==> config.mk <==
export PLATFORM = sky130hd
export DESIGN_NAME = uart_time_set_rx_flat
export DESIGN_NICKNAME = d
export VERILOG_FILES = /design/src/rtl/rtc_pkg.sv /design/src/rtl/uart_time_set_rx_if.sv /design/src/rtl/uart_rx_8n1.sv /design/src/rtl/uart_time_set_rx.sv /design/src/flat_wrapper.sv
export SDC_FILE = /design/constraint.sdc
export NUM_CORES = 1
export LEC_CHECK = 0
export ABC_CLOCK_PERIOD_IN_PS = 3470
export CORE_MARGIN = 2
export CORE_UTILIZATION = 55
export DETAILED_ROUTE_END_ITERATION = 10
export PLACE_DENSITY = 0.76
export SLEW_MARGIN = 0
export SYNTH_ARGS = -nofsm -noshare
export SYNTH_HDL_FRONTEND = slang
export SYNTH_HIERARCHICAL = 1
export SYNTH_SLANG_ARGS = --single-unit
==> constraint.sdc <==
create_clock -name clk -period 3.47 [get_ports clk]
set_clock_uncertainty 0.15 [all_clocks]
set_input_delay 0.347 -clock clk [delete_from_list [all_inputs] [get_ports clk]]
set_output_delay 0.347 -clock clk [all_outputs]
set_load 0.01 [all_outputs]
==> src/rtl/rtc_pkg.sv <==
// rtl/rtc_pkg.sv - ASCII constants and state encodings shared by the RTC UART paths
`timescale 1ns/1ps
package rtc_pkg;

  localparam logic [7:0] CH_T     = 8'h54;
  localparam logic [7:0] CH_EQ    = 8'h3D;
  localparam logic [7:0] CH_COLON = 8'h3A;
  localparam logic [7:0] CH_CR    = 8'h0D;
  localparam logic [7:0] CH_LF    = 8'h0A;
  localparam logic [7:0] CH_0     = 8'h30;

  typedef enum logic [1:0] {RX_IDLE, RX_START, RX_DATA, RX_STOP} rx_state_t;

  // Each parser state names the byte it is waiting for.
  typedef enum logic [3:0] {
    P_IDLE, P_EQ, P_H1, P_H0, P_C1, P_M1, P_M0, P_C2, P_S1, P_S0, P_TERM
  } parse_state_t;

  function automatic logic is_digit(input logic [7:0] b);
    return (b >= CH_0) && (b <= 8'h39);
  endfunction

endpackage

==> src/rtl/uart_time_set_rx_if.sv <==
// rtl/uart_time_set_rx_if.sv - set-time valid/ready port towards the DS1302 controller
`timescale 1ns/1ps
interface uart_time_set_rx_if;
  logic       set_valid;
  logic       set_ready;
  logic [7:0] set_hour;
  logic [7:0] set_minute;
  logic [7:0] set_second;

  modport master (output set_valid, set_hour, set_minute, set_second, input set_ready);
  modport slave  (input set_valid, set_hour, set_minute, set_second, output set_ready);
endinterface

==> src/rtl/uart_rx_8n1.sv <==
// rtl/uart_rx_8n1.sv - 16x oversampled 8N1 receiver with 2-FF input synchroniser
`timescale 1ns/1ps
import rtc_pkg::*;

module uart_rx_8n1 #(
  parameter int CLK_HZ = 50_000_000,
  parameter int BAUD   = 9600
) (
  input  logic       clk,
  input  logic       rst_n,
  input  logic       uart_rx,
  output logic [7:0] rx_data,
  output logic       rx_strobe,
  output logic       frame_err
);
  localparam int          DIV      = (CLK_HZ + BAUD * 8) / (BAUD * 16);
  localparam logic [15:0] DIV_LAST = 16'(DIV - 1);

  rx_state_t   state, state_nxt;
  logic [15:0] div_cnt;
  logic [2:0]  sync_q;
  logic [3:0]  tcnt;
  logic [2:0]  bit_cnt;
  logic        tick, rx_s, fall, sample, strobe_d, ferr_d;

  always_ff @(posedge clk or negedge rst_n) begin
    if (!rst_n)                  div_cnt <= '0;
    else if (div_cnt == DIV_LAST) div_cnt <= '0;
    else                         div_cnt <= div_cnt + 16'd1;
  end

  assign tick = (div_cnt == DIV_LAST);

  // sync_q[2] is a history stage used only for falling-edge detection.
  always_ff @(posedge clk or negedge rst_n) begin
    if (!rst_n) sync_q <= 3'b111;
    else        sync_q <= {sync_q[1:0], uart_rx};
  end

  assign rx_s   = sync_q[1];
  assign fall   = sync_q[2] & ~sync_q[1];
  assign sample = tick && (tcnt == ((state == RX_START) ? 4'd7 : 4'd15));

  always_ff @(posedge clk or negedge rst_n) begin
    if (!rst_n) state <= RX_IDLE;
    else        state <= state_nxt;
  end

  always_comb begin
    state_nxt = state;
    case (state)
      RX_IDLE:  if (fall) state_nxt = RX_START;
      RX_START: if (sample) state_nxt = rx_s ? RX_IDLE : RX_DATA;
      RX_DATA:  if (sample && (bit_cnt == 3'd7)) state_nxt = RX_STOP;
      RX_STOP:  if (sample) state_nxt = RX_IDLE;
      default:  state_nxt = RX_IDLE;
    endcase
  end

  always_comb begin
    strobe_d = 1'b0;
    ferr_d   = 1'b0;
    if ((state == RX_STOP) && sample) begin
      strobe_d = rx_s;
      ferr_d   = ~rx_s;
    end
  end

  always_ff @(posedge clk or negedge rst_n) begin
    if (!rst_n) begin
      tcnt      <= '0;
      bit_cnt   <= '0;
      rx_data   <= '0;
      rx_strobe <= 1'b0;
      frame_err <= 1'b0;
    end else begin
      rx_strobe <= strobe_d;
      frame_err <= ferr_d;
      if ((state == RX_IDLE) || (state_nxt != state)) tcnt <= '0;
      else if (tick)                                   tcnt <= tcnt + 4'd1;
      if (state != RX_DATA) bit_cnt <= '0;
      else if (sample)      bit_cnt <= bit_cnt + 3'd1;
      if ((state == RX_DATA) && sample) rx_data <= {rx_s, rx_data[7:1]};
    end
  end
endmodule

==> src/rtl/uart_time_set_rx.sv <==
// rtl/uart_time_set_rx.sv - parses "T=HH:MM:SS<CR|LF>" from the UART into a BCD set-time triple
`timescale 1ns/1ps
import rtc_pkg::*;

module uart_time_set_rx #(
  parameter int CLK_HZ = 50_000_000,
  parameter int BAUD   = 9600
) (
  input  logic               clk,
  input  logic               rst_n,
  input  logic               uart_rx,
  uart_time_set_rx_if.master set_if,
  output logic               cmd_err,
  output logic               frame_err
);
  logic [7:0]   rx_data;
  logic         rx_strobe;
  parse_state_t pstate, pstate_nxt;
  logic [3:0]   dval, h1, h0, m1, m0, s1, s0;
  logic         digit, byte_ok, term_ok, pending, load, cmd_err_d;

  uart_rx_8n1 #(.CLK_HZ(CLK_HZ), .BAUD(BAUD)) u_rx (
    .clk(clk), .rst_n(rst_n), .uart_rx(uart_rx),
    .rx_data(rx_data), .rx_strobe(rx_strobe), .frame_err(frame_err)
  );

  // The low nibble of an ASCII digit is its value.
  assign digit = is_digit(rx_data);
  assign dval  = rx_data[3:0];

  always_comb begin
    byte_ok = 1'b0;
    case (pstate)
      P_IDLE:       byte_ok = (rx_data == CH_T);
      P_EQ:         byte_ok = (rx_data == CH_EQ);
      P_H1:         byte_ok = digit && (dval <= 4'd2);
      P_H0:         byte_ok = digit && ((h1 != 4'd2) || (dval <= 4'd3));
      P_C1, P_C2:   byte_ok = (rx_data == CH_COLON);
      P_M1, P_S1:   byte_ok = digit && (dval <= 4'd5);
      P_M0, P_S0:   byte_ok = digit;
      P_TERM:       byte_ok = (rx_data == CH_CR) || (rx_data == CH_LF);
      default:      byte_ok = 1'b0;
    endcase
  end

  always_ff @(posedge clk or negedge rst_n) begin
    if (!rst_n) pstate <= P_IDLE;
    else        pstate <= pstate_nxt;
  end

  always_comb begin
    pstate_nxt = pstate;
    if (rx_strobe) begin
      if (byte_ok) pstate_nxt = (pstate == P_TERM) ? P_IDLE : parse_state_t'(pstate + 4'd1);
      else         pstate_nxt = (rx_data == CH_T) ? P_EQ : P_IDLE;
    end
  end

  // A triple still waiting for acceptance this cycle blocks the new one.
  always_comb begin
    term_ok   = rx_strobe && byte_ok && (pstate == P_TERM);
    pending   = set_if.set_valid && !set_if.set_ready;
    load      = term_ok && !pending;
    cmd_err_d = (rx_strobe && (pstate != P_IDLE) && !byte_ok) || (term_ok && pending);
  end

  always_ff @(posedge clk or negedge rst_n) begin
    if (!rst_n) begin
      {h1, h0, m1, m0, s1, s0} <= '0;
      set_if.set_valid  <= 1'b0;
      set_if.set_hour   <= '0;
      set_if.set_minute <= '0;
      set_if.set_second <= '0;
      cmd_err           <= 1'b0;
    end else begin
      cmd_err <= cmd_err_d;
      if (rx_strobe && byte_ok) begin
        case (pstate)
          P_H1:    h1 <= dval;
          P_H0:    h0 <= dval;
          P_M1:    m1 <= dval;
          P_M0:    m0 <= dval;
          P_S1:    s1 <= dval;
          P_S0:    s0 <= dval;
          default: ;
        endcase
      end
      if (load) begin
        set_if.set_hour   <= {h1, h0};
        set_if.set_minute <= {m1, m0};
        set_if.set_second <= {s1, s0};
        set_if.set_valid  <= 1'b1;
      end else if (set_if.set_valid && set_if.set_ready) begin
        set_if.set_valid <= 1'b0;
      end
    end
  end
endmodule

==> src/flat_wrapper.sv <==
// flat-port wrapper written by rule: the top's interface ports become plain ports
module uart_time_set_rx_flat 
#(
  parameter int CLK_HZ = 50_000_000,
  parameter int BAUD   = 9600
)
  (clk, rst_n, uart_rx, cmd_err, frame_err, set_if_set_valid, set_if_set_hour, set_if_set_minute, set_if_set_second, set_if_set_ready);
  uart_time_set_rx_if set_if_i ();
  input  logic clk;
  input  logic rst_n;
  input  logic uart_rx;
  output logic cmd_err;
  output logic frame_err;
  output wire logic [$bits(set_if_i.set_valid)-1:0] set_if_set_valid;
  output wire logic [$bits(set_if_i.set_hour)-1:0] set_if_set_hour;
  output wire logic [$bits(set_if_i.set_minute)-1:0] set_if_set_minute;
  output wire logic [$bits(set_if_i.set_second)-1:0] set_if_set_second;
  input wire logic [$bits(set_if_i.set_ready)-1:0] set_if_set_ready;
  assign set_if_set_valid = set_if_i.set_valid;
  assign set_if_set_hour = set_if_i.set_hour;
  assign set_if_set_minute = set_if_i.set_minute;
  assign set_if_set_second = set_if_i.set_second;
  assign set_if_i.set_ready = set_if_set_ready;
  uart_time_set_rx #(.CLK_HZ(CLK_HZ), .BAUD(BAUD)) u_core (.clk(clk), .rst_n(rst_n), .uart_rx(uart_rx), .set_if(set_if_i), .cmd_err(cmd_err), .frame_err(frame_err));
endmodule
==> results of run 1 <==
cells by family (layout without fill, tap and decap cells):
logic type               after synthesis  in the layout  share of synthesized area (%)
AND/OR/NAND/NOR                      108            108                           16.4
XOR/XNOR                              16             16                           3.24
buffers and inverters                 24             56                           3.48
multiplexers                          54             54                           16.5
adder cells (fa/ha/maj)                5              5                           1.45
AO/OA/AOI/OAI                         39             39                           5.53
flip-flops                            92             92                           53.4
worst min-delay path by stage:
stage	startpoint	to	slack (ns)
final	u_core/u_rx/sync_q[0]$_DFF_PN1_	u_core/u_rx/sync_q[1]$_DFF_PN1_	0.21
after global placement	u_core/u_rx/sync_q[0]$_DFF_PN1_	u_core/u_rx/sync_q[1]$_DFF_PN1_	0.20
after floorplan	rst_n	u_core/cmd_err$_DFF_PN0_	-0.1
after global routing	u_core/u_rx/sync_q[0]$_DFF_PN1_	u_core/u_rx/sync_q[1]$_DFF_PN1_	0.22
after CTS	u_core/u_rx/sync_q[0]$_DFF_PN1_	u_core/u_rx/sync_q[1]$_DFF_PN1_	0.21
after detailed placement	u_core/u_rx/sync_q[0]$_DFF_PN1_	u_core/u_rx/sync_q[1]$_DFF_PN1_	0.20
critical path: stages, from the launching register on:
cell	delay, ns
sky130_fd_sc_hd__dfrtp_1	0.54
sky130_fd_sc_hd__nor2b_1	0.23
sky130_fd_sc_hd__and4b_1	0.23
sky130_fd_sc_hd__o2bb2ai_1	0.13
sky130_fd_sc_hd__or4_4	0.62
sky130_fd_sc_hd__and4_4	0.36
sky130_fd_sc_hd__mux2_4	0.34
state kept, by name (all words and copies together), names as in the netlist, 8 cells and up:
register and count:
u_core/set_if.set_hour 8, u_core/set_if.set_second 8, u_core/set_if.set_minute 8, u_core/u_rx/div_cnt 16, u_core/u_rx/rx_data 8
power by group:
group	switching (mW)	total, mW	internal, mW	leakage (nW)
combinational	0.0203	0.0257	0.00539	0.859
sequential	0.00109	1.08	1.07	1.26
clock	0.375	0.733	0.357	0.0991
per-layer routing:
layer  vias to the layer above  wire length, um
met2                        48             3660
met5                         -                0
li1                       1273                -
met3                         8              250
met4                         0               84
met1                      1334             3320
through the flow:
step	hold slack, ns	utilization, %	cell area, um^2	worst slack, ns
after floorplan	-0.0986	-	4320	0.944
after global placement	0.196	60.3	4640	0.797
final	0.209	63.2	4860	0.738
after detailed placement	0.199	60.3	4640	0.756
after CTS	0.212	63.2	4860	0.741
after global routing	0.215	63.2	4860	0.616
cell usage after synthesis (7+ instances only):
| master | count | area [um^2] |
|---|---|---|
| sky130_fd_sc_hd__o21ai_0 | 10 | 50.1 |
| sky130_fd_sc_hd__mux2_2 | 24 | 270 |
| sky130_fd_sc_hd__nor2b_1 | 8 | 50.1 |
| sky130_fd_sc_hd__xnor2_1 | 8 | 70.1 |
| sky130_fd_sc_hd__nand3_1 | 10 | 50.1 |
| sky130_fd_sc_hd__dfrtp_1 | 89 | 2230 |
| sky130_fd_sc_hd__nor2_1 | 21 | 78.8 |
| sky130_fd_sc_hd__buf_2 | 8 | 40.0 |
| sky130_fd_sc_hd__inv_1 | 7 | 26.3 |
| sky130_fd_sc_hd__xor2_1 | 8 | 70.1 |
| sky130_fd_sc_hd__nand4_1 | 9 | 56.3 |
| sky130_fd_sc_hd__nand2_1 | 15 | 56.3 |
| sky130_fd_sc_hd__a21oi_1 | 11 | 55.1 |
| sky130_fd_sc_hd__mux2_4 | 28 | 420 |
layout make-up:
class	count	area share (%)
Clock buffer	10	2.83
Multi-Input combinational cell	222	38.4
Tap cell	102	2.63
Timing Repair Buffer	33	6.65
Sequential cell	92	47.5
Inverter	7	0.541
Clock inverter	6	1.47
==> impl_metrics.ini, run 1 <==
[status]
run_status = complete, no violations

[synthesis]
synthesis.area_per_instance_um2 = 12.8
distinct_cells_synth = 60
synth_warnings = 6
ys_seq_area_share_pct = 53.4
synth_fp_nets = 347
synth_enable_flop_cells = 0
yosys_register_bits = 92
synth_flop_cell = sky130_fd_sc_hd__dfrtp_1
async_reset_ff_share_pct = 100
syn-instance-count = 338
netlist_area_mm2 = 0.00432

[global_routing]
antenna_violations_before_repair = 0
wire_length_of_the_first_global_routing_pass_um = 13000
global_route.usage.met2_pct = 32.2
met1_usage_pct = 24.6
globalRoute.totalOverflow = 0
use_met3_pct = 4.64
vias_in_the_first_global_route = 2743
track_usage_pct = 19.1
grt_most_used_layer = met2
grt_max_degree = 51

[power]
vdd_drop_max_mv = 0.280
total_power_mw = 1.83
power_density_mw_per_mm2 = 378
p_leak_nw = 2.21

[clocking]
ctsHoldBuffers = 1
cts.sink_count = 92
maximum_clock_insertion_buffer_count = 2
cts_tree = done
cts_post_setup_buffers_inserted = 0
cts.clk_slew.worst_paths_ns = 0.09
max_h_tree_level = 3
clk_latency_ns = 0.36
tritoncts.num_buffers = 9
clock-root-buffer = sky130_fd_sc_hd__clkbuf_8
postCtsResizedCells = 0

[timing]
timing.final.crit_share_pct = 78.7
setup_viol = 0
fmax_mhz = 366
relSlewSlack_pct = 57.4
setup_repair_after_global_routing_missed_its_margin = false
timing.final.crit_period_ns = 2.73
slew_violations = 0
final_hold_fails = 0
timing_worst_slew_pin_value_ns = 0.636
fin_setup_tns_ns = 0

[drt]
drtPass1Iterations = 4
first_iter_violations = 183
drt-vias-per-instance = 5.64
routed_wl_um = 7310
drc_errors = 0
ant_nets = 0
avgRoutedWirePerCell_um = 15.5
route.vias.total = 2663

[hold_path]
min_delay_path_depth = 0
timing.hold.worst.class = reg -> reg

[final_layout]
final-seq-area_mm2 = 0.00231
layout-area-overhead-vs-synth_pct = 12.4
drive_above_1_share_pct = 23.0
area_of_the_multi_input_gates_mm2 = 0.00186
final.fill_count = 626
nets = 374
most_common_library_cell_in_the_layout_ignoring_fill_and_taps = sky130_fd_sc_hd__dfrtp_1
layout_common_cells = sky130_fd_sc_hd__dfrtp_1, sky130_fd_sc_hd__clkdlybuf4s50_1, sky130_fd_sc_hd__mux2_4
diodes = 0
instances_no_fill = 472

[setup_path]
r2r_end = u_core/set_if.set_second[1]$_DFFE_PN0P_
critical_path.reg2reg.startpoint = u_core/u_rx/rx_data[2]$_DFFE_PN0P_
arrival_ns = 2.82
crit_required_ns = 3.56
worst_setup_path_startpoint = u_core/u_rx/rx_data[2]$_DFFE_PN0P_
timing.reg2reg.setup_slack_ns = 0.74
criticalPathCategory = reg -> reg
crit_end = u_core/set_if.set_second[1]$_DFFE_PN0P_
crit_path_end_kind = flop
r2r_cells = 6
start_kind = flop
crit_path_max_fanout = 24

[placed_design]
portBuffers = 30
place.gp.congestion = 0.796
numPlacedInstances = 455
detailedPlacementHpwl_um = 5020

[floorplanning]
coreArea_mm2 = 0.00769
die-width_um = 92.6
fp.dieH_um = 92.6
design.die.area_mm2 = 0.00858
site_row_count = 32
ioPinCount = 31
start_util_pct = 56.2

[flow_run]
timing.max_cap.violations = 0
Power figures use the tool's default switching activity.
==> run 2, diff against run 1 <==
--- a/config.mk
+++ b/config.mk
@@ -5,11 +5,11 @@
 export SDC_FILE = /design/constraint.sdc
 export NUM_CORES = 1
 export LEC_CHECK = 0
-export ABC_CLOCK_PERIOD_IN_PS = 3470
+export ABC_CLOCK_PERIOD_IN_PS = 2300
 export CORE_MARGIN = 2
-export CORE_UTILIZATION = 55
+export CORE_UTILIZATION = 53
 export DETAILED_ROUTE_END_ITERATION = 10
-export PLACE_DENSITY = 0.76
+export PLACE_DENSITY = 0.77
 export SLEW_MARGIN = 0
 export SYNTH_ARGS = -nofsm -noshare
 export SYNTH_HDL_FRONTEND = slang
==> constraint.sdc (replaced) <==
create_clock -name clk -period 2.3 [get_ports clk]
set_clock_uncertainty 0.15 [all_clocks]
set_input_delay 0.23 -clock clk [delete_from_list [all_inputs] [get_ports clk]]
set_output_delay 0.23 -clock clk [all_outputs]
set_load 0.01 [all_outputs]
==> run 2 against run 1 <==
The run now ends with setup timing left. Wire length is 8.2% higher. Setup slack got worse by 0.95 ns. Critical path depth unchanged. Hold slack got worse by 0.090 ns. Maximum frequency grew 8.7%. Clock-buffer cell count unchanged. Utilization grew 3.0 points. Largest power group unchanged. Flip-flop and latch count unchanged. Die area is 3.6% higher. Via count rose by 6.3%.
==> impl_metrics.ini, run 2 (same netlist as run 1, synthesis figures left out) <==
[floorplanning]
design.die.area_mm2 = 0.00889
die-width_um = 94.3
fp.dieH_um = 94.3
coreArea_mm2 = 0.00781
start_util_pct = 55.3
ioPinCount = 31
site_row_count = 32

[status]
run_status = complete, but fails checks
failing_checks = setup timing

[power]
internal_power_mw = 2.13
share_seq_of_total_power_pct = 59.9
total_power_mw = 2.71
p_leak_nw = 2.39
power_density_mw_per_mm2 = 524
switching_share_pct = 21.2
p_switching_mw = 0.574
clock_power_share_pct = 38.5
vdd_drop_max_mv = 0.397
share_comb_of_total_power_pct = 1.5

[global_routing]
use_met3_pct = 5.06
antenna_violations_before_repair = 0
vias_in_the_first_global_route = 2882
wire_length_of_the_first_global_routing_pass_um = 13600
grt_most_used_layer = met2
grt_max_degree = 55
globalRoute.totalOverflow = 0
met1_usage_pct = 25.5
track_usage_pct = 19.7
global_route.usage.met2_pct = 32.3

[timing]
final_hold_fails = 0
slew_violations = 0
fin_setup_tns_ns = -7.62
relSlewSlack_pct = 57.4
final.setup.worst_slack_ns = -0.214
timing.final.crit_period_ns = 2.51
timing_worst_slew_pin_value_ns = 0.638
setup_repair_after_global_routing_missed_its_margin = true
setup_viol = 48
fmax_mhz = 398
timing.final.crit_share_pct = 109

[hold_path]
min-delay-start = uart_rx
timing.hold.worst.class = in -> reg
min_delay_path_depth = 1
sink_of_the_worst_hold_path = u_core/u_rx/sync_q[0]$_DFF_PN1_

[drt]
ant_nets = 0
route.vias.total = 2830
drt-vias-per-instance = 5.59
first_iter_violations = 110
routed_wl_um = 7910
avgRoutedWirePerCell_um = 15.6
drtPass1Iterations = 4
drc_errors = 0

[final_layout]
largest_register_ff_count = 16
instances_no_fill = 506
final.fill_count = 593
layout_common_cells = sky130_fd_sc_hd__dfrtp_1, sky130_fd_sc_hd__buf_4, sky130_fd_sc_hd__clkdlybuf4s50_1
registers.top_by_ff_count = u_core/u_rx/div_cnt
diodes = 0
most_common_library_cell_in_the_layout_ignoring_fill_and_taps = sky130_fd_sc_hd__dfrtp_1
drive_above_1_share_pct = 31.4
nets = 408
layout-area-overhead-vs-synth_pct = 19.5

[setup_path]
critical_path.cell_chain = nor4b_1 -> a311oi_1 -> nor2_1 -> or4_4 -> nand4_1 -> mux2_2
crit_path_end_kind = flop
critical_path.reg2reg.startpoint = u_core/pstate[3]$_DFFE_PN0P_
r2r_cells = 6
max_stage_delay_ns = 0.57
r2r_end = u_core/s0[0]$_DFFE_PN0P_
worst_path_max_delay_cell = sky130_fd_sc_hd__or4_4
crit_path_max_fanout = 8
start_kind = flop
timing.reg2reg.setup_slack_ns = -0.21
arrival_ns = 2.60
criticalPathCategory = reg -> reg
crit_required_ns = 2.39

[placed_design]
portBuffers = 30
detailedPlacementHpwl_um = 5330
numPlacedInstances = 487
place.gp.congestion = 0.839

[clocking]
cts.sink_count = 92
max_h_tree_level = 3
tritoncts.num_buffers = 9
clock-root-buffer = sky130_fd_sc_hd__clkbuf_8
clk_latency_ns = 0.36
maximum_clock_insertion_buffer_count = 2
cts.clk_slew.worst_paths_ns = 0.08
cts_tree = done

[flow_run]
timing.max_cap.violations = 0
run 2: cell count changes in the layout (fill, tap and decap cells not counted), moves of 2 or more:
cell	previous run	this run
sky130_fd_sc_hd__and3_1	5	2
sky130_fd_sc_hd__and3_4	1	4
sky130_fd_sc_hd__and4_1	5	3
sky130_fd_sc_hd__and4_2	1	3
sky130_fd_sc_hd__buf_4	3	32
sky130_fd_sc_hd__buf_6	0	3
sky130_fd_sc_hd__clkinv_2	0	2
sky130_fd_sc_hd__clkinv_4	2	0
sky130_fd_sc_hd__dfrtp_1	89	87
sky130_fd_sc_hd__dfrtp_2	0	2
run 2: final cells by class:
cell class	count	area [um^2]	area share (%)
Tap cell	102	128	2.47
Multi-Input combinational cell	223	1910	37.1
Clock buffer	10	128	2.47
Inverter	7	26.3	0.509
Sequential cell	92	2310	44.7
Timing Repair Buffer	66	594	11.5
Clock inverter	6	63.8	1.24
run 2: what timing repair did:
| action | CTS | global route |
|---|---|---|
| hold endpoints to repair | 38 | 0 |
| gates cloned | 1 | 0 |
| pin swaps | 1 | 2 |
| setup endpoints to repair | 48 | 54 |
| gates resized for setup | 13 | 4 |
| buffers inserted | 1 | 0 |
| hold buffers | 1 | 0 |
run 2: worst max-delay path, delay by kind of cell (launching register included):
family / cells / cell delay [ns]
AO/OA/AOI/OAI: 1 / 0.28
flip-flops: 1 / 0.48
multiplexers: 1 / 0.38
AND/OR/NAND/NOR: 4 / 1.11
run 2: power by group through the flow:
stage	Combinational, mW	Clock, mW	Sequential, mW
floorplan	0.00126	0	1.65
global placement	0.0414	0	1.65
detailed placement	0.0420	0	1.65
CTS	0.0434	1.09	1.62
global route	0.0490	1.15	1.62
finish	0.0407	1.04	1.62
run 2: per-stage QoR:
stage / area [um^2] / util [%] / hold slack, ns / setup slack [ns]
after CTS: 5140 / 65.9 / 0.0985 / -0.199
final: 5160 / 66.1 / 0.119 / -0.214
after detailed placement: 4890 / 62.6 / 0.0853 / -0.293
after global routing: 5160 / 66.1 / 0.114 / -0.303
after floorplan: 4340 / - / -0.216 / -0.196
after global placement: 4890 / 62.6 / 0.0776 / -0.268
run 2: worst max-delay path by stage:
stage          cells past startpoint                                 endpoint                    startpoint
2_1_floorplan                      8    u_core/set_if.set_hour[1]$_DFFE_PN0P_      u_core/h1[2]$_DFFE_PN0P_
3_3_place_gp                       6  u_core/set_if.set_minute[6]$_DFFE_PN0P_  u_core/pstate[0]$_DFFE_PN0P_
3_5_place_dp                       6    u_core/set_if.set_hour[0]$_DFFE_PN0P_  u_core/pstate[0]$_DFFE_PN0P_
4_1_cts                            6                 u_core/s0[0]$_DFFE_PN0P_      u_core/h1[2]$_DFFE_PN0P_
5_1_grt                            6                 u_core/s0[0]$_DFFE_PN0P_      u_core/h1[3]$_DFFE_PN0P_
6_report                           6                 u_core/s0[0]$_DFFE_PN0P_  u_core/pstate[3]$_DFFE_PN0P_
run 2: routing by layer:
| metal | part of all wire [%] | vias up |
|---|---|---|
| met4 | 2.1 | 0 |
| li1 | - | 1348 |
| met5 | 0 | - |
| met1 | 44 | 1408 |
| met2 | 49 | 58 |
| met3 | 4.5 | 16 |
==> run 3, diff against run 2 <==
--- a/config.mk
+++ b/config.mk
@@ -7,9 +7,10 @@
 export LEC_CHECK = 0
 export ABC_CLOCK_PERIOD_IN_PS = 2300
 export CORE_MARGIN = 2
-export CORE_UTILIZATION = 53
+export CORE_UTILIZATION = 48
+export CTS_CLUSTER_DIAMETER = 150
 export DETAILED_ROUTE_END_ITERATION = 10
-export PLACE_DENSITY = 0.77
+export PLACE_DENSITY = 0.71
 export SLEW_MARGIN = 0
 export SYNTH_ARGS = -nofsm -noshare
 export SYNTH_HDL_FRONTEND = slang
==> run 3 against run 2 <==
The flow still finishes with violations (setup timing). Cell count rose by 1.6%. Hold slack improved by 0.017 ns. First-iteration DRC count did not move. Utilization fell by 6.4 points. Combinational power rose by 12%. Via count barely moved. Clock-buffer cell count fell by 1. Clock power rose by 4%. Critical path type unchanged.
==> impl_metrics.ini, run 3 (same netlist as run 1, synthesis figures left out) <==
[floorplanning]
design.die.area_mm2 = 0.00978
ioPinCount = 31
site_row_count = 34
coreArea_mm2 = 0.00872
fp.dieH_um = 98.9
start_util_pct = 49.5
die-width_um = 98.9

[power]
p_leak_nw = 2.43
power_density_mw_per_mm2 = 527
vdd_drop_max_mv = 0.409

[final_layout]
most_common_library_cell_in_the_layout_ignoring_fill_and_taps = sky130_fd_sc_hd__dfrtp_1
nets = 410
layout_common_cells = sky130_fd_sc_hd__dfrtp_1, sky130_fd_sc_hd__buf_4, sky130_fd_sc_hd__mux2_4
final.fill_count = 712
diodes = 0
registers.top_by_ff_count = u_core/u_rx/div_cnt
final-seq-area_mm2 = 0.00231
design_area_final_mm2 = 0.00521
drive_above_1_share_pct = 32.0
largest_register_ff_count = 16
area_of_the_multi_input_gates_mm2 = 0.00193
layout.core_utilization_pct = 59.8
layout-area-overhead-vs-synth_pct = 20.6

[clocking]
cts.sink_count = 92
clk_latency_ns = 0.35
max_h_tree_level = 3
clock-root-buffer = sky130_fd_sc_hd__clkbuf_8
cts_tree = done
cts.clk_slew.worst_paths_ns = 0.08
maximum_clock_insertion_buffer_count = 2
tritoncts.num_buffers = 9

[timing]
slew_violations = 0
timing.final.crit_share_pct = 108
timing_worst_slew_pin_value_ns = 0.660
final.setup.worst_slack_ns = -0.184
setup_viol = 47
relSlewSlack_pct = 55.8
fin_hold_ws_ns = 0.136
timing.final.crit_period_ns = 2.48
final_hold_fails = 0
fmax_mhz = 403
setup_repair_after_global_routing_missed_its_margin = true

[drt]
drc_errors = 0
drtPass1Iterations = 4
avgRoutedWirePerCell_um = 16.2
routed_wl_um = 8320
drt-vias-per-instance = 5.51
ant_nets = 0
first_iter_violations = 110
route.vias.total = 2831

[setup_path]
arrival_ns = 2.57
critical_path.cell_chain = or4b_1 -> o21ai_1 -> a21oi_1 -> or4_4 -> buf_4 -> and4_4 -> mux2_2
start_kind = flop
crit_path_end_kind = flop
crit_path_max_fanout = 7
crit_required_ns = 2.39
max_stage_delay_ns = 0.51
criticalPathCategory = reg -> reg
worst_path_max_delay_cell = sky130_fd_sc_hd__or4b_1

[placed_design]
detailedPlace.worstSlack_ns = -0.317
portBuffers = 30
place.gp.congestion = 0.873
detailedPlacementHpwl_um = 5490
placed_cell_area_mm2 = 0.00491

[global_routing]
globalRoute.totalOverflow = 0
grt_max_degree = 43
wire_length_of_the_first_global_routing_pass_um = 14300
track_usage_pct = 18.2
vias_in_the_first_global_route = 2875
antenna_violations_before_repair = 0

[flow_run]
timing.max_cap.violations = 0

[hold_path]
timing.hold.worst.class = in -> reg

[status]
failing_checks = setup timing
run_status = complete, but fails checks
==> run 3: cell count changes in the layout (fill, tap and decap cells not counted), moves of 2 or more <==
cell	change
sky130_fd_sc_hd__mux2_2	-4
sky130_fd_sc_hd__and4_4	+2
sky130_fd_sc_hd__mux2_4	+4
sky130_fd_sc_hd__buf_6	-2
sky130_fd_sc_hd__buf_12	+2
==> run 3: per-stage QoR <==
step | TNS (ns) | power [mW] | instances
2_1_floorplan | -4.89 | 1.66 | 338
3_3_place_gp | -7.98 | 1.70 | 493
3_5_place_dp | -9.61 | 1.70 | 493
4_1_cts | -6.00 | 2.79 | 514
5_1_grt | -10.24 | 2.86 | 514
6_report | -6.51 | 2.75 | 514
==> run 3: worst max-delay path, delay by kind of cell, from the launching register on <==
family | cells | cell delay, ns
AO/OA/AOI/OAI | 2 | 0.22
buffers and inverters | 1 | 0.17
flip-flops | 1 | 0.38
AND/OR/NAND/NOR | 3 | 1.19
multiplexers | 1 | 0.27
==> run 3: worst paths after layout <==
path / start / to / slack [ns] / cells past startpoint
setup / recovery: u_core/h1[2]$_DFFE_PN0P_ / u_core/h1[1]$_DFFE_PN0P_ / -0.18 / 7
hold / removal: uart_rx / u_core/u_rx/sync_q[0]$_DFF_PN1_ / 0.14 / 1
setup reg to reg: u_core/h1[2]$_DFFE_PN0P_ / u_core/h1[1]$_DFFE_PN0P_ / -0.18 / 7
hold reg to reg: u_core/u_rx/sync_q[0]$_DFF_PN1_ / u_core/u_rx/sync_q[1]$_DFF_PN1_ / 0.21 / 0
max in group asynchronous: rst_n / u_core/u_rx/sync_q[0]$_DFF_PN1_ / 1.12 / 3
min in group asynchronous: rst_n / u_core/s1[1]$_DFFE_PN0P_ / 0.26 / 2
==> run 3: timing repair <==
| item | in CTS | in global routing |
|---|---|---|
| resized for setup | 19 | 0 |
| pin swaps | 1 | 1 |
| setup endpoints to repair | 48 | 52 |
| hold buffers | 1 | 0 |
| hold endpoints to repair | 40 | 0 |
| setup buffers | 2 | 0 |
| gates cloned | 2 | 0 |
==> run 3: cell type report <==
type / count / area share [%]
Clock inverter: 7 / 1.42
Multi-Input combinational cell: 224 / 36.9
Inverter: 7 / 0.504
Timing Repair Buffer: 67 / 11.9
Tap cell: 108 / 2.59
Sequential cell: 92 / 44.3
Clock buffer: 9 / 2.38
==> run 3: report_power, final <==
part | leakage [nW] | internal, mW | switching, mW | total, mW
Clock | 0.100 | 0.508 | 0.571 | 1.08
Combinational | 1.08 | 0.0127 | 0.0329 | 0.0457
Sequential | 1.25 | 1.62 | 0.00167 | 1.62
Total | 2.43 | 2.14 | 0.606 | 2.75
==> run 3: metal layers <==
layer | GRT usage [%] | vias to the layer above | wire (um)
met5 | 0 | - | 0
met4 | 4.43 | 0 | 138
met3 | 5.39 | 10 | 331
met2 | 29.8 | 47 | 4080
met1 | 24.0 | 1423 | 3770
li1 | - | 1351 | -
